## config.mk

```make
export PLATFORM = sky130hd
export DESIGN_NAME = seq_mult16_cla
export DESIGN_NICKNAME = d
export VERILOG_FILES = /design/src/rtl/seq_mult16_cla_pkg.sv /design/src/rtl/cla_adder16.sv /design/src/rtl/seq_mult16_cla.sv
export SDC_FILE = /design/constraint.sdc
export NUM_CORES = 1
export LEC_CHECK = 0
export CORE_MARGIN = 1
export CORE_UTILIZATION = 59
export DETAILED_ROUTE_END_ITERATION = 6
export GPL_ROUTABILITY_DRIVEN = 1
export PLACE_DENSITY = 0.89
export SYNTH_ARGS = -nofsm -noshare
export SYNTH_HDL_FRONTEND = slang
export SYNTH_HIERARCHICAL = 1
export SYNTH_SLANG_ARGS = --single-unit
```

## constraint.sdc

```tcl
create_clock -name clk -period 7.1 [get_ports clk]
set_input_delay 1.42 -clock clk [delete_from_list [all_inputs] [get_ports clk]]
set_output_delay 1.42 -clock clk [all_outputs]
set_load 0.02 [all_outputs]
```

## src/rtl/seq_mult16_cla_pkg.sv

```systemverilog
// Shared constants and state encoding for the sequential 16x16 multiplier.
package seq_mult16_cla_pkg;

    // Operand width handled by the multiplier and its adder.
    localparam int WIDTH = 16;

    // Number of shift-and-add iterations per product (one per multiplier bit).
    localparam int ITER = 16;

    // Controller states; encodings are fixed so other blocks can decode them.
    typedef enum logic [1:0] {
        IDLE = 2'b00,
        RUN  = 2'b01,
        DONE = 2'b10
    } state_e;

endpackage

```

## src/rtl/cla_adder16.sv

```systemverilog
// 16-bit two-level carry-lookahead adder built from four 4-bit lookahead groups.
module cla_adder16 (
    input  logic [15:0] a,
    input  logic [15:0] b,
    input  logic        cin,
    output logic [15:0] sum,
    output logic        cout
);

    logic [15:0] gen;
    logic [15:0] prop;
    logic [15:0] carry;
    logic [3:0]  groupGen;
    logic [3:0]  groupProp;
    logic [4:0]  groupCarry;

    // Bit-level generate/propagate terms.
    always_comb begin
        gen  = a & b;
        prop = a ^ b;
    end

    // Group generate/propagate summaries for each 4-bit slice.
    always_comb begin
        groupGen  = '0;
        groupProp = '0;
        for (int grp = 0; grp < 4; grp++) begin
            groupGen[grp] = gen[4*grp+3]
                          | (prop[4*grp+3] & gen[4*grp+2])
                          | (prop[4*grp+3] & prop[4*grp+2] & gen[4*grp+1])
                          | (prop[4*grp+3] & prop[4*grp+2] & prop[4*grp+1] & gen[4*grp]);
            groupProp[grp] = &prop[4*grp +: 4];
        end
    end

    // Second-level lookahead: carry into every group straight from cin.
    always_comb begin
        groupCarry[0] = cin;
        groupCarry[1] = groupGen[0] | (groupProp[0] & cin);
        groupCarry[2] = groupGen[1] | (groupProp[1] & groupGen[0])
                      | (groupProp[1] & groupProp[0] & cin);
        groupCarry[3] = groupGen[2] | (groupProp[2] & groupGen[1])
                      | (groupProp[2] & groupProp[1] & groupGen[0])
                      | (groupProp[2] & groupProp[1] & groupProp[0] & cin);
        groupCarry[4] = groupGen[3] | (groupProp[3] & groupGen[2])
                      | (groupProp[3] & groupProp[2] & groupGen[1])
                      | (groupProp[3] & groupProp[2] & groupProp[1] & groupGen[0])
                      | (groupProp[3] & groupProp[2] & groupProp[1] & groupProp[0] & cin);
    end

    // First-level lookahead: carries inside each group from that group's carry-in.
    always_comb begin
        carry = '0;
        for (int grp = 0; grp < 4; grp++) begin
            carry[4*grp]   = groupCarry[grp];
            carry[4*grp+1] = gen[4*grp] | (prop[4*grp] & groupCarry[grp]);
            carry[4*grp+2] = gen[4*grp+1] | (prop[4*grp+1] & gen[4*grp])
                           | (prop[4*grp+1] & prop[4*grp] & groupCarry[grp]);
            carry[4*grp+3] = gen[4*grp+2] | (prop[4*grp+2] & gen[4*grp+1])
                           | (prop[4*grp+2] & prop[4*grp+1] & gen[4*grp])
                           | (prop[4*grp+2] & prop[4*grp+1] & prop[4*grp] & groupCarry[grp]);
        end
    end

    // Final sum bits and carry out of the top group.
    always_comb begin
        sum  = prop ^ carry;
        cout = groupCarry[4];
    end

endmodule

```

## src/rtl/seq_mult16_cla.sv

```systemverilog
// Sequential unsigned 16x16 -> 32-bit shift-and-add multiplier, one partial
// product per clock through a single cla_adder16, with start/busy/done handshake.
module seq_mult16_cla #(
    parameter int WIDTH = 16,
    parameter int CNT_W = 5
) (
    input  logic               clk,
    input  logic               rst_n,
    input  logic               start,
    input  logic [WIDTH-1:0]   a,
    input  logic [WIDTH-1:0]   b,
    output logic               busy,
    output logic               done,
    output logic [2*WIDTH-1:0] product
);

    import seq_mult16_cla_pkg::*;

    state_e             state_q,   state_d;
    logic [WIDTH-1:0]   mcand_q,   mcand_d;
    logic [WIDTH-1:0]   mplier_q,  mplier_d;
    logic [WIDTH-1:0]   accHi_q,   accHi_d;
    logic [WIDTH-1:0]   accLo_q,   accLo_d;
    logic [CNT_W-1:0]   count_q,   count_d;
    logic [2*WIDTH-1:0] product_q, product_d;

    logic [WIDTH-1:0]   addIn;
    logic [WIDTH-1:0]   addSum;
    logic               addCout;

    // Partial product: the multiplicand only when the current multiplier bit is set.
    always_comb begin
        addIn = mplier_q[0] ? mcand_q : '0;
    end

    cla_adder16 u_adder (
        .a    (accHi_q),
        .b    (addIn),
        .cin  (1'b0),
        .sum  (addSum),
        .cout (addCout)
    );

    // Next-state and datapath control; the adder carry becomes the new top bit
    // of the accumulator so nothing is lost when the sum is shifted right.
    always_comb begin
        state_d   = state_q;
        mcand_d   = mcand_q;
        mplier_d  = mplier_q;
        accHi_d   = accHi_q;
        accLo_d   = accLo_q;
        count_d   = count_q;
        product_d = product_q;
        case (state_q)
            IDLE, DONE: begin
                if (start) begin
                    mcand_d  = a;
                    mplier_d = b;
                    accHi_d  = '0;
                    accLo_d  = '0;
                    count_d  = '0;
                    state_d  = RUN;
                end else begin
                    state_d  = IDLE;
                end
            end
            RUN: begin
                accHi_d  = {addCout, addSum[WIDTH-1:1]};
                accLo_d  = {addSum[0], accLo_q[WIDTH-1:1]};
                mplier_d = mplier_q >> 1;
                count_d  = count_q + CNT_W'(1);
                if (count_q == CNT_W'(ITER - 1)) begin
                    product_d = {addCout, addSum, accLo_q[WIDTH-1:1]};
                    state_d   = DONE;
                end
            end
            default: begin
                state_d = IDLE;
            end
        endcase
    end

    // State and datapath registers; reset abandons any operation in flight.
    always_ff @(posedge clk or negedge rst_n) begin
        if (!rst_n) begin
            state_q   <= IDLE;
            mcand_q   <= '0;
            mplier_q  <= '0;
            accHi_q   <= '0;
            accLo_q   <= '0;
            count_q   <= '0;
            product_q <= '0;
        end else begin
            state_q   <= state_d;
            mcand_q   <= mcand_d;
            mplier_q  <= mplier_d;
            accHi_q   <= accHi_d;
            accLo_q   <= accLo_d;
            count_q   <= count_d;
            product_q <= product_d;
        end
    end

    // Handshake outputs decoded from the registered state, so they are glitch-free
    // and can never be high together.
    always_comb begin
        busy    = (state_q == RUN);
        done    = (state_q == DONE);
        product = product_q;
    end

endmodule

```

== Word level (Yosys, flattened, before mapping) ==
Cells that the tools add are included.
Storage, ports and cells
  register bits after elaboration: 103
  input bits: 35
  output and inout port bits: 34
  logic and storage cells: 135
Operators by class
  $add $sub $neg: 1
  equal/unequal tests: 5
  muxes and demuxes: 11
  bitwise operators: 102
  reduce and logical (&&, ||, !) cells: 9
Operator list (count)
  16-bit case mux with 2 select lines: 3
  1-bit bitwise AND: 60
  16-bit 2-to-1 mux: 3
  1-bit OR: 39
  16-bit bitwise XOR: 2
  16-bit bitwise AND: 1
  4-bit AND reduction: 3
  5-bit case mux with 2 select lines: 1
  2-bit AND reduction: 3
  5-bit by 1-bit adder with 5-bit output, second input constant: 1
  5-bit by 4-bit equality test with 1-bit output, second input constant: 1
  5-bit 2-to-1 mux: 1
  2-bit case mux with 2 select lines: 1
  2-bit by 1-bit equality test with 1-bit output, second input constant: 1
  2-bit equality test, second input constant: 1
  2-bit logical NOT: 1
  2-bit 2-to-1 mux: 1
  2-bit by 1-bit != test with 1-bit output, second input constant: 1
  2-bit != test, second input constant: 1
  2-bit nonzero test: 1
  2-bit OR reduction: 1
  1-bit 2-to-1 mux: 1

== Logic depth before layout (Yosys ltp) ==
Gate-level depths: netlist of the first run.
  depth after elaboration: 13
  depth in mapped cells: 11
  mapped depth without buffers: 10

== Cells and area by module ==
The synthesis of the first run kept the hierarchy.
By module, submodules not included
  seq_mult16_cla: instances 1, cells an instance 321, area each 4132.7 um^2, seq. area each 2552.4 um^2
  cla_adder16: instances 1, cells an instance 100, area each 822.0 um^2, seq. area each 0.0 um^2

== Least setup slack after synthesis of the first run ==
OpenSTA, ideal clock, no wires.
  path type: flip-flop to flip-flop
  start point: reg mplier_q[0]
  end point: reg product_q[28], in the netlist product[28]
  data arrival time: 2.694 ns
  required time: 6.975 ns
  path slack: 4.281 ns
  stages on the path, launching flop included: 12
  buffers on the path: 1
  clock period less this slack: 2.819 ns
  path through: dfrtp_1 clkbuf_1 and2_1 ha_1 a21o_1 o21ba_2 nor2_1 nor3b_1 inv_1 fa_1 xor2_1 mux2_4
On the way
  elaborated cells on any way between the ends: 37
  those cells by class: mux: 1; bitwise: 34; reduce/logical: 2
RTL lines
  from (decl): line seq_mult16_cla.sv:21  | logic [WIDTH-1:0] mplier_q, mplier_d;
  from (signal assigned): line seq_mult16_cla.sv:96  | mplier_q <= mplier_d;
  16-bit 2-to-1 mux *: line seq_mult16_cla.sv:33  | addIn = mplier_q[0] ? mcand_q : '0;
  via addIn[9]: line seq_mult16_cla.sv:27  | logic [WIDTH-1:0] addIn;
  16-bit bitwise AND or 16-bit bitwise XOR (tied branches): line cla_adder16.sv:19, cla_adder16.sv:20
  1-bit bitwise AND, on equally long branches: line cla_adder16.sv:30, cla_adder16.sv:31
  1-bit OR or 1-bit bitwise AND (tied branches): line cla_adder16.sv:30, cla_adder16.sv:31
  1-bit OR: line cla_adder16.sv:31  | | (prop[4*grp+3] & prop[4*grp+2] & prop[4*grp+1] & gen[4*grp]);
  1-bit OR: line cla_adder16.sv:42  | groupCarry[3] = groupGen[2] | (groupProp[2] & groupGen[1])
  1-bit OR *: line cla_adder16.sv:43  | | (groupProp[2] & groupProp[1] & groupGen[0])
  1-bit bitwise AND *: line cla_adder16.sv:56  | carry[4*grp+1] = gen[4*grp] | (prop[4*grp] & groupCarry[grp]);
  1-bit OR *: line cla_adder16.sv:56
  16-bit bitwise XOR *: line cla_adder16.sv:67  | sum = prop ^ carry;
  via addSum[13]: line seq_mult16_cla.sv:28  | logic [WIDTH-1:0] addSum;
  to (signal assigned): line seq_mult16_cla.sv:100  | product_q <= product_d;
  to (decl): line seq_mult16_cla.sv:25  | logic [2*WIDTH-1:0] product_q, product_d;
Mark *: on every way through the listed nets, which the timed path passes. The rest lies on a longest branch.
A chain may end at the register's enable or synchronous reset.

== Final worst setup path of the first run ==
  start point: reg state_q[1]
  end point: out busy
On the way
  cells in the longest elaborated chain, start to end: 1
Ends and longest elaborated chain
  from (decl): line seq_mult16_cla.sv:19  | state_e state_q, state_d;
  from (signal assigned): line seq_mult16_cla.sv:94  | state_q <= state_d;
  2-bit by 1-bit equality test with 1-bit output: line seq_mult16_cla.sv:107  | busy = (state_q == RUN);
  to (decl): line seq_mult16_cla.sv:12  | output logic busy,
Every way passes these cells.

==> results of run 1 <==
-- power by group through the flow --
stage               Sequential, µW  Clock [µW]  Combinational (µW)
finish                        1030         343                1360
global route                  1060         369                1490
CTS                           1030         347                1360
detailed placement            1040           0                1350
global placement              1020           0                1280
floorplan                     1080           0                 918
-- worst paths after layout --
path / endpoint / slack, ps / cells past startpoint
max: busy / 3460 / 3
min: mcand_q[10] / 480 / 2
max reg2reg: product[28] / 3850 / 10
min reg2reg: mcand_q[10] / 480 / 2
max in group asynchronous: mcand_q[4] / 4910 / 2
min in group asynchronous: product[23] / 970 / 1
-- sequential cells by signal, summed over array words and instances (netlist names) --
name      flops
count_q       5
mcand_q      16
mplier_q     16
product      32
accHi_q      16
state_q       2
accLo_q      15
-- cell families after synthesis --
| family | after synthesis | synth area share |
|---|---|---|
| AOI/OAI and AO/OA | 86 | 0.143 |
| adders and majority gates | 22 | 0.0616 |
| DFF | 102 | 0.515 |
| muxes | 34 | 0.0987 |
| other | 1 | 0.000757 |
| xor gates and xnor gates | 8 | 0.0141 |
| and+or+nand+nor | 135 | 0.133 |
| buffers and inverters | 33 | 0.0341 |
-- metal layers --
layer / vias up / wire length, µm / share of wire
met2: 95 / 4700 / 0.48
met3: 10 / 390 / 0.040
li1: 1610 / - / -
met1: 1659 / 4520 / 0.47
met5: - / 0 / 0
met4: 0 / 97 / 0.010
-- metrics by stage --
step           total power [µW]  instances  hold WS [ps]  instance area [µm²]  worst slack (ps)
2_1_floorplan              1990        422           437                 4960              4280
3_3_place_gp               2300        575           450                 5660              3910
3_5_place_dp               2390        575           454                 5660              3860
4_1_cts                    2730        591           479                 5840              3460
5_1_grt                    2920        591           501                 5840              3370
6_report                   2730        591           475                 5840              3460
-- layout make-up --
| type | instances | area, µm² |
|---|---|---|
| clock inverter | 7 | 57.6 |
| timing repair buffer | 70 | 693 |
| sequential | 102 | 2550 |
| clock buffer | 9 | 124 |
| inverter | 11 | 43.8 |
| tap | 105 | 131 |
| fill | 557 | 2330 |
| multi-input combinational | 287 | 2240 |
-- worst max-delay path, delay by kind of cell, from the launching register on --
family	cells	cell delay, ps
DFF	1	390
and+or+nand+nor	1	260
buffers and inverters	2	1210
-- Yosys cell counts (all sizes together) (2+ instances only) --
library cell	number
a211oi	3
a21o	3
a21oi	11
a22o	33
a22oi	15
and2	16
and3	2
buf	17
clkbuf	5
dfrtp	102
fa	4
ha	18
inv	11
mux2	32
mux2i	2
nand2	69
nand2b	2
nand3	20
nand4	3
nor2	12
nor2b	4
nor3	2
nor3b	2
o2111ai	2
o21a	2
o21ai	5
o31a	2
o41ai	3
or2	2
xnor2	5
xor2	3
==> reports/metrics.cfg, run 1 <==
[status]
status = completed

[min_path]
worstHoldStart = mcand_q[10]
holdCritPathClass = reg2reg

[floorplan]
die_h_um = 93.6
ios = 69
fp.dieArea_um2 = 8770
fp.dieW_um = 93.6
initial_core_util = 0.606
num_rows = 33
coreArea_um2 = 8180

[grt]
met2_usage = 0.382
grt_antenna_before_repair = 0
grtUsageTotal = 0.240
use_met3 = 0.0333
grt_busiest_layer = met2
grt_pass1_wl_um = 16300
grt_pass1_vias = 3432
grt_overflow_total = 0
grt_start_max_net_pins = 74
grt_util_met1 = 0.344

[synthesis]
yosysSeqAreaShare = 0.515
synth-edff-count = 0
synth.distinct_cells = 54
synth_cells = 421
synth-main-ff-cell = dfrtp_1
yosysTopAreaCellShare = 0.515
yosysTopAreaCell = dfrtp_1
synthTopCellsByArea = dfrtp_1 (52%), mux2_4 (8.8%), a22o_1 (5.8%)
synthArstFlopShare = 1.00
ys_warn_count = 6
synth-seq-cells = 102
syn_area_per_cell_um2 = 11.8
synthesis.area_um2 = 4950

[timing]
worst_pin_slew_ps = 1260
fin_skew_ps = 12.3
fmax_ghz = 0.275
period_share = 0.513
finalHoldViolCount = 0
rsz0062_at_grt = no
fin_crit_ps = 3640
relSlewSlack = 0.160
slew_viol_final = 0
setup_viol = 0
tns_ps = 0

[placed_design]
dpl.hpwl_um = 6490
place_congestion = 0.874
port_buffers = 68

[clocking]
cts_tree = yes
htree_levels = 3
clock_sinks = 102
cts_root_buf = clkbuf_8
cts_resized = 0
clk_path_buf_depth = 2
numCtsBuffers = 9
clk_pin_slew_ps = 100
holdBufCountCts = 0
cts_setup_buffers = 0
worstSkewPairLatency_ps = 360

[power_and_ir_drop]
power_density_nw_per_um2 = 467
combPwrFrac = 0.497
peakVddDrop_mv = 0.321
netSwitchingPower_uw = 1080
p_sw_frac = 0.398
cellLeakagePower_uw = 0.00285
p_seq_frac = 0.377
internal_power_uw = 1640
clkPwrFrac = 0.126

[drt]
post_drt_via_cell_ratio = 5.71
drc = 0
drtIter0Drc = 171
num_vias = 3374
wl_um = 9710
first_pass_iters = 4
wl_per_cell_um = 16.4
antenna_left = 0

[setup_path]
timing.rr.start = mplier_q[0]
crit_start = state_q[1]
path_class = reg2out
cp_cell_sequence = nand2b_4, inv_4, clkdlybuf4s50_1
worstPathMaxFanout = 51
crit_slowest_cell = clkdlybuf4s50_1
cp-start-kind = flop
worst-endpoint-required_ps = 5680
worstPathArrival_ps = 2220
slowest_delay_ps = 730
worstSetupEndpointType = output pin

[cells_and_area]
nets = 538
final_cell_mix = dfrtp_1 (102), nand2_1 (68), clkdlybuf4s50_1 (67)
diodes = 0
drive_gt1_frac = 0.128
final_common_cell = dfrtp_1
fin_util = 0.715
syn2layout_area_growth_pct = 17.9

[flow_run]
maxCapViolations = 0

(Power assumes the default switching activity.)
==> inputs of run 2 (changes only) <==
Settings changed: CORE_UTILIZATION 59 to 49, PLACE_DENSITY 0.89 to 0.8.
Clock period 7.1 ns to 2.9 ns, I/O delays scaled along.
==> run 2 against run 1 <==
Effect of this change: global-route usage down 3.4 points; power grew 150%; sequential share of layout area is 1.1 points lower; largest cell class unchanged; first-iteration DRC count shrank 8.8%; critical path type is now reg2reg; setup slack got worse by 3300 ps; largest power group unchanged; sequential cell count stayed put; clock skew up 5.0 ps.
==> reports/metrics.cfg, run 2 (synthesis gave the netlist of run 1 again) <==
[timing]
period_share = 0.949
slew_viol_final = 0  ; unchanged
fmax_ghz = 0.363
tns_ps = 0  ; unchanged
fin_skew_ps = 17.4  ; was 12.3 ps
setup_viol = 0  ; unchanged
fin_crit_ps = 2750
relSlewSlack = 0.479  ; was 0.160
finalHoldViolCount = 0  ; unchanged
rsz0062_at_grt = no  ; unchanged
worst_pin_slew_ps = 781  ; was 1260 ps

[min_path]
holdCritPathClass = in2async  ; was reg2reg

[floorplan]
coreArea_um2 = 9770  ; was 8180 µm²
die_h_um = 103  ; was 93.6 µm
ios = 69  ; unchanged
initial_core_util = 0.507  ; was 0.606
fp.dieW_um = 103  ; was 93.6 µm
num_rows = 36  ; was 33
fp.dieArea_um2 = 10500  ; was 8770 µm²

[drt]
post_drt_via_cell_ratio = 5.57  ; was 5.71
wl_um = 9740  ; was 9710 µm
wl_per_cell_um = 15.5  ; was 16.4 µm
drc = 0  ; unchanged
antenna_left = 0  ; unchanged
first_pass_iters = 6  ; was 4
drtIter0Drc = 156  ; was 171
num_vias = 3512  ; was 3374

[setup_path]
path_class = reg2reg  ; was reg2out
cp_cell_sequence = buf_4, and2_1, ha_1, nand3_2, a2111oi_2, nor3b_2, inv_1, fa_1, mux2_4  ; was nand2b_4, inv_4, clkdlybuf4s50_1
worstPathMaxFanout = 11  ; was 51
crit_slowest_cell = dfrtp_2  ; was clkdlybuf4s50_1
crit_start = mplier_q[0]  ; was state_q[1]
r2r_setup_slack_ps = 150  ; was 3850 ps
reg2reg_depth = 9  ; was 10
worst-endpoint-required_ps = 3160  ; was 5680 ps
slowest_delay_ps = 490  ; was 730 ps
worstSetupEndpointType = flop  ; was output pin
cp-start-kind = flop  ; unchanged
r2r_end = product[27]  ; was product[28]
timing.rr.start = mplier_q[0]  ; unchanged
worstPathArrival_ps = 3010  ; was 2220 ps

[clocking]
clk_pin_slew_ps = 100  ; about the same
clock_sinks = 102  ; unchanged
cts_setup_buffers = 0  ; unchanged
clk_path_buf_depth = 2  ; unchanged
worstSkewPairLatency_ps = 370  ; was 360 ps
numCtsBuffers = 9  ; unchanged
htree_levels = 3  ; unchanged
cts_root_buf = clkbuf_8  ; unchanged
cts_tree = yes  ; unchanged

[grt]
grt_antenna_before_repair = 0  ; unchanged
grtUsageTotal = 0.206  ; was 0.240
grt_pass1_wl_um = 16700  ; was 16300 µm
grt_pass1_vias = 3428  ; was 3432
grt_overflow_total = 0  ; unchanged
grt_start_max_net_pins = 103  ; was 74

[power_and_ir_drop]
cellLeakagePower_uw = 0.00291  ; was 0.00285 µW
finalPower_uw = 6800  ; was 2730 µW
internal_power_uw = 4110  ; was 1640 µW
clkPwrFrac = 0.127  ; was 0.126
p_sw_frac = 0.396  ; was 0.398
combPwrFrac = 0.505  ; was 0.497
peakVddDrop_mv = 0.602  ; was 0.321 mV
p_seq_frac = 0.368  ; was 0.377
power_density_nw_per_um2 = 1130  ; was 467 nW/µm²
netSwitchingPower_uw = 2700  ; was 1080 µW

[flow_run]
maxCapViolations = 0  ; unchanged

[cells_and_area]
diodes = 0  ; unchanged
seq_area_um2 = 2550  ; about the same
fillers = 792  ; was 557
multi_input_area_um2 = 2260  ; was 2240 µm²
largest_register_ffs = 32  ; unchanged
drive_gt1_frac = 0.153  ; was 0.128
nets = 549  ; was 538
final_cell_mix = dfrtp_1 (101), nand2_1 (68), clkdlybuf4s50_1 (67)  ; was dfrtp_1 (102), nand2_1 (68), clkdlybuf4s50_1 (67)
final_common_cell = dfrtp_1  ; unchanged
syn2layout_area_growth_pct = 21.0  ; was 17.9%

[placed_design]
dpl.hpwl_um = 6650  ; was 6490 µm
port_buffers = 68  ; unchanged
place_congestion = 0.926  ; was 0.874

[status]
status = completed  ; unchanged

## run 2: changes by cell type in the layout (fill, tap and decap cells not counted)
cell | previous run | this run
dfrtp_1 | 102 | 101
nand3_2 | 0 | 1
inv_8 | 1 | 3
nor3b_1 | 2 | 1
a211oi_2 | 1 | 0
inv_6 | 2 | 1
buf_4 | 3 | 13
dfrtp_2 | 0 | 1
nand3_1 | 20 | 19
clkinvlp_4 | 2 | 1
nor3b_2 | 0 | 1
a211oi_4 | 0 | 1
buf_12 | 0 | 1
## run 2: per-layer routing
metal  wire length, µm  vias to the layer above  track usage
met5                 0                        -            0
li1                  -                     1636            -
met1              4490                     1781        0.283
met2              4800                       91        0.329
met3               398                        4       0.0502
met4                44                        0       0.0527
## run 2: through the flow
stage,setup WS (ps),util,hold slack (ps),area (µm²),instances
2_1_floorplan,81.1,-,284,4960,422
3_3_place_gp,146,0.592,452,5790,614
3_5_place_dp,79.0,0.592,457,5790,614
4_1_cts,56.1,0.612,264,5980,630
5_1_grt,5.38,0.614,274,6000,630
6_report,148,0.614,255,6000,630
## run 2: layout make-up
type                            instances  share of cell area
Clock inverter                          7              0.0106
Timing Repair Buffer                   81               0.131
Sequential cell                       102               0.426
Tap cell                              133              0.0277
Multi-Input combinational cell        287               0.376
Clock buffer                            9              0.0207
Inverter                               11             0.00730
## run 2: what timing repair did
item / CTS / global route
hold buffers: 0 / 0
endpoints found under the setup margin: 0 / 7
resized for setup: 0 / 4
## run 2: power groups by stage
stage	logic, µW	clock network, µW	registers (µW)
5_1_grt	3790	953	2590
3_5_place_dp	3410	0	2530
4_1_cts	3430	891	2510
6_report	3440	864	2500
3_3_place_gp	3260	0	2510
2_1_floorplan	2250	0	2630
## run 2: how the worst max path moves through the flow
| stage | end | cells after the start |
|---|---|---|
| 2_1_floorplan | product[28] | 11 |
| 3_3_place_gp | product[28] | 10 |
| 3_5_place_dp | product[28] | 10 |
| 4_1_cts | product[28] | 10 |
| 5_1_grt | product[28] | 10 |
| 6_report | product[27] | 9 |
## run 2: worst max-delay path, delay by kind of cell, from the launching register on
kind,cells,cell delay (ps)
compound gates,1,410
fa+ha+maj,2,790
buf+inv,2,270
flops,1,490
mux,1,280
simple gates,3,420
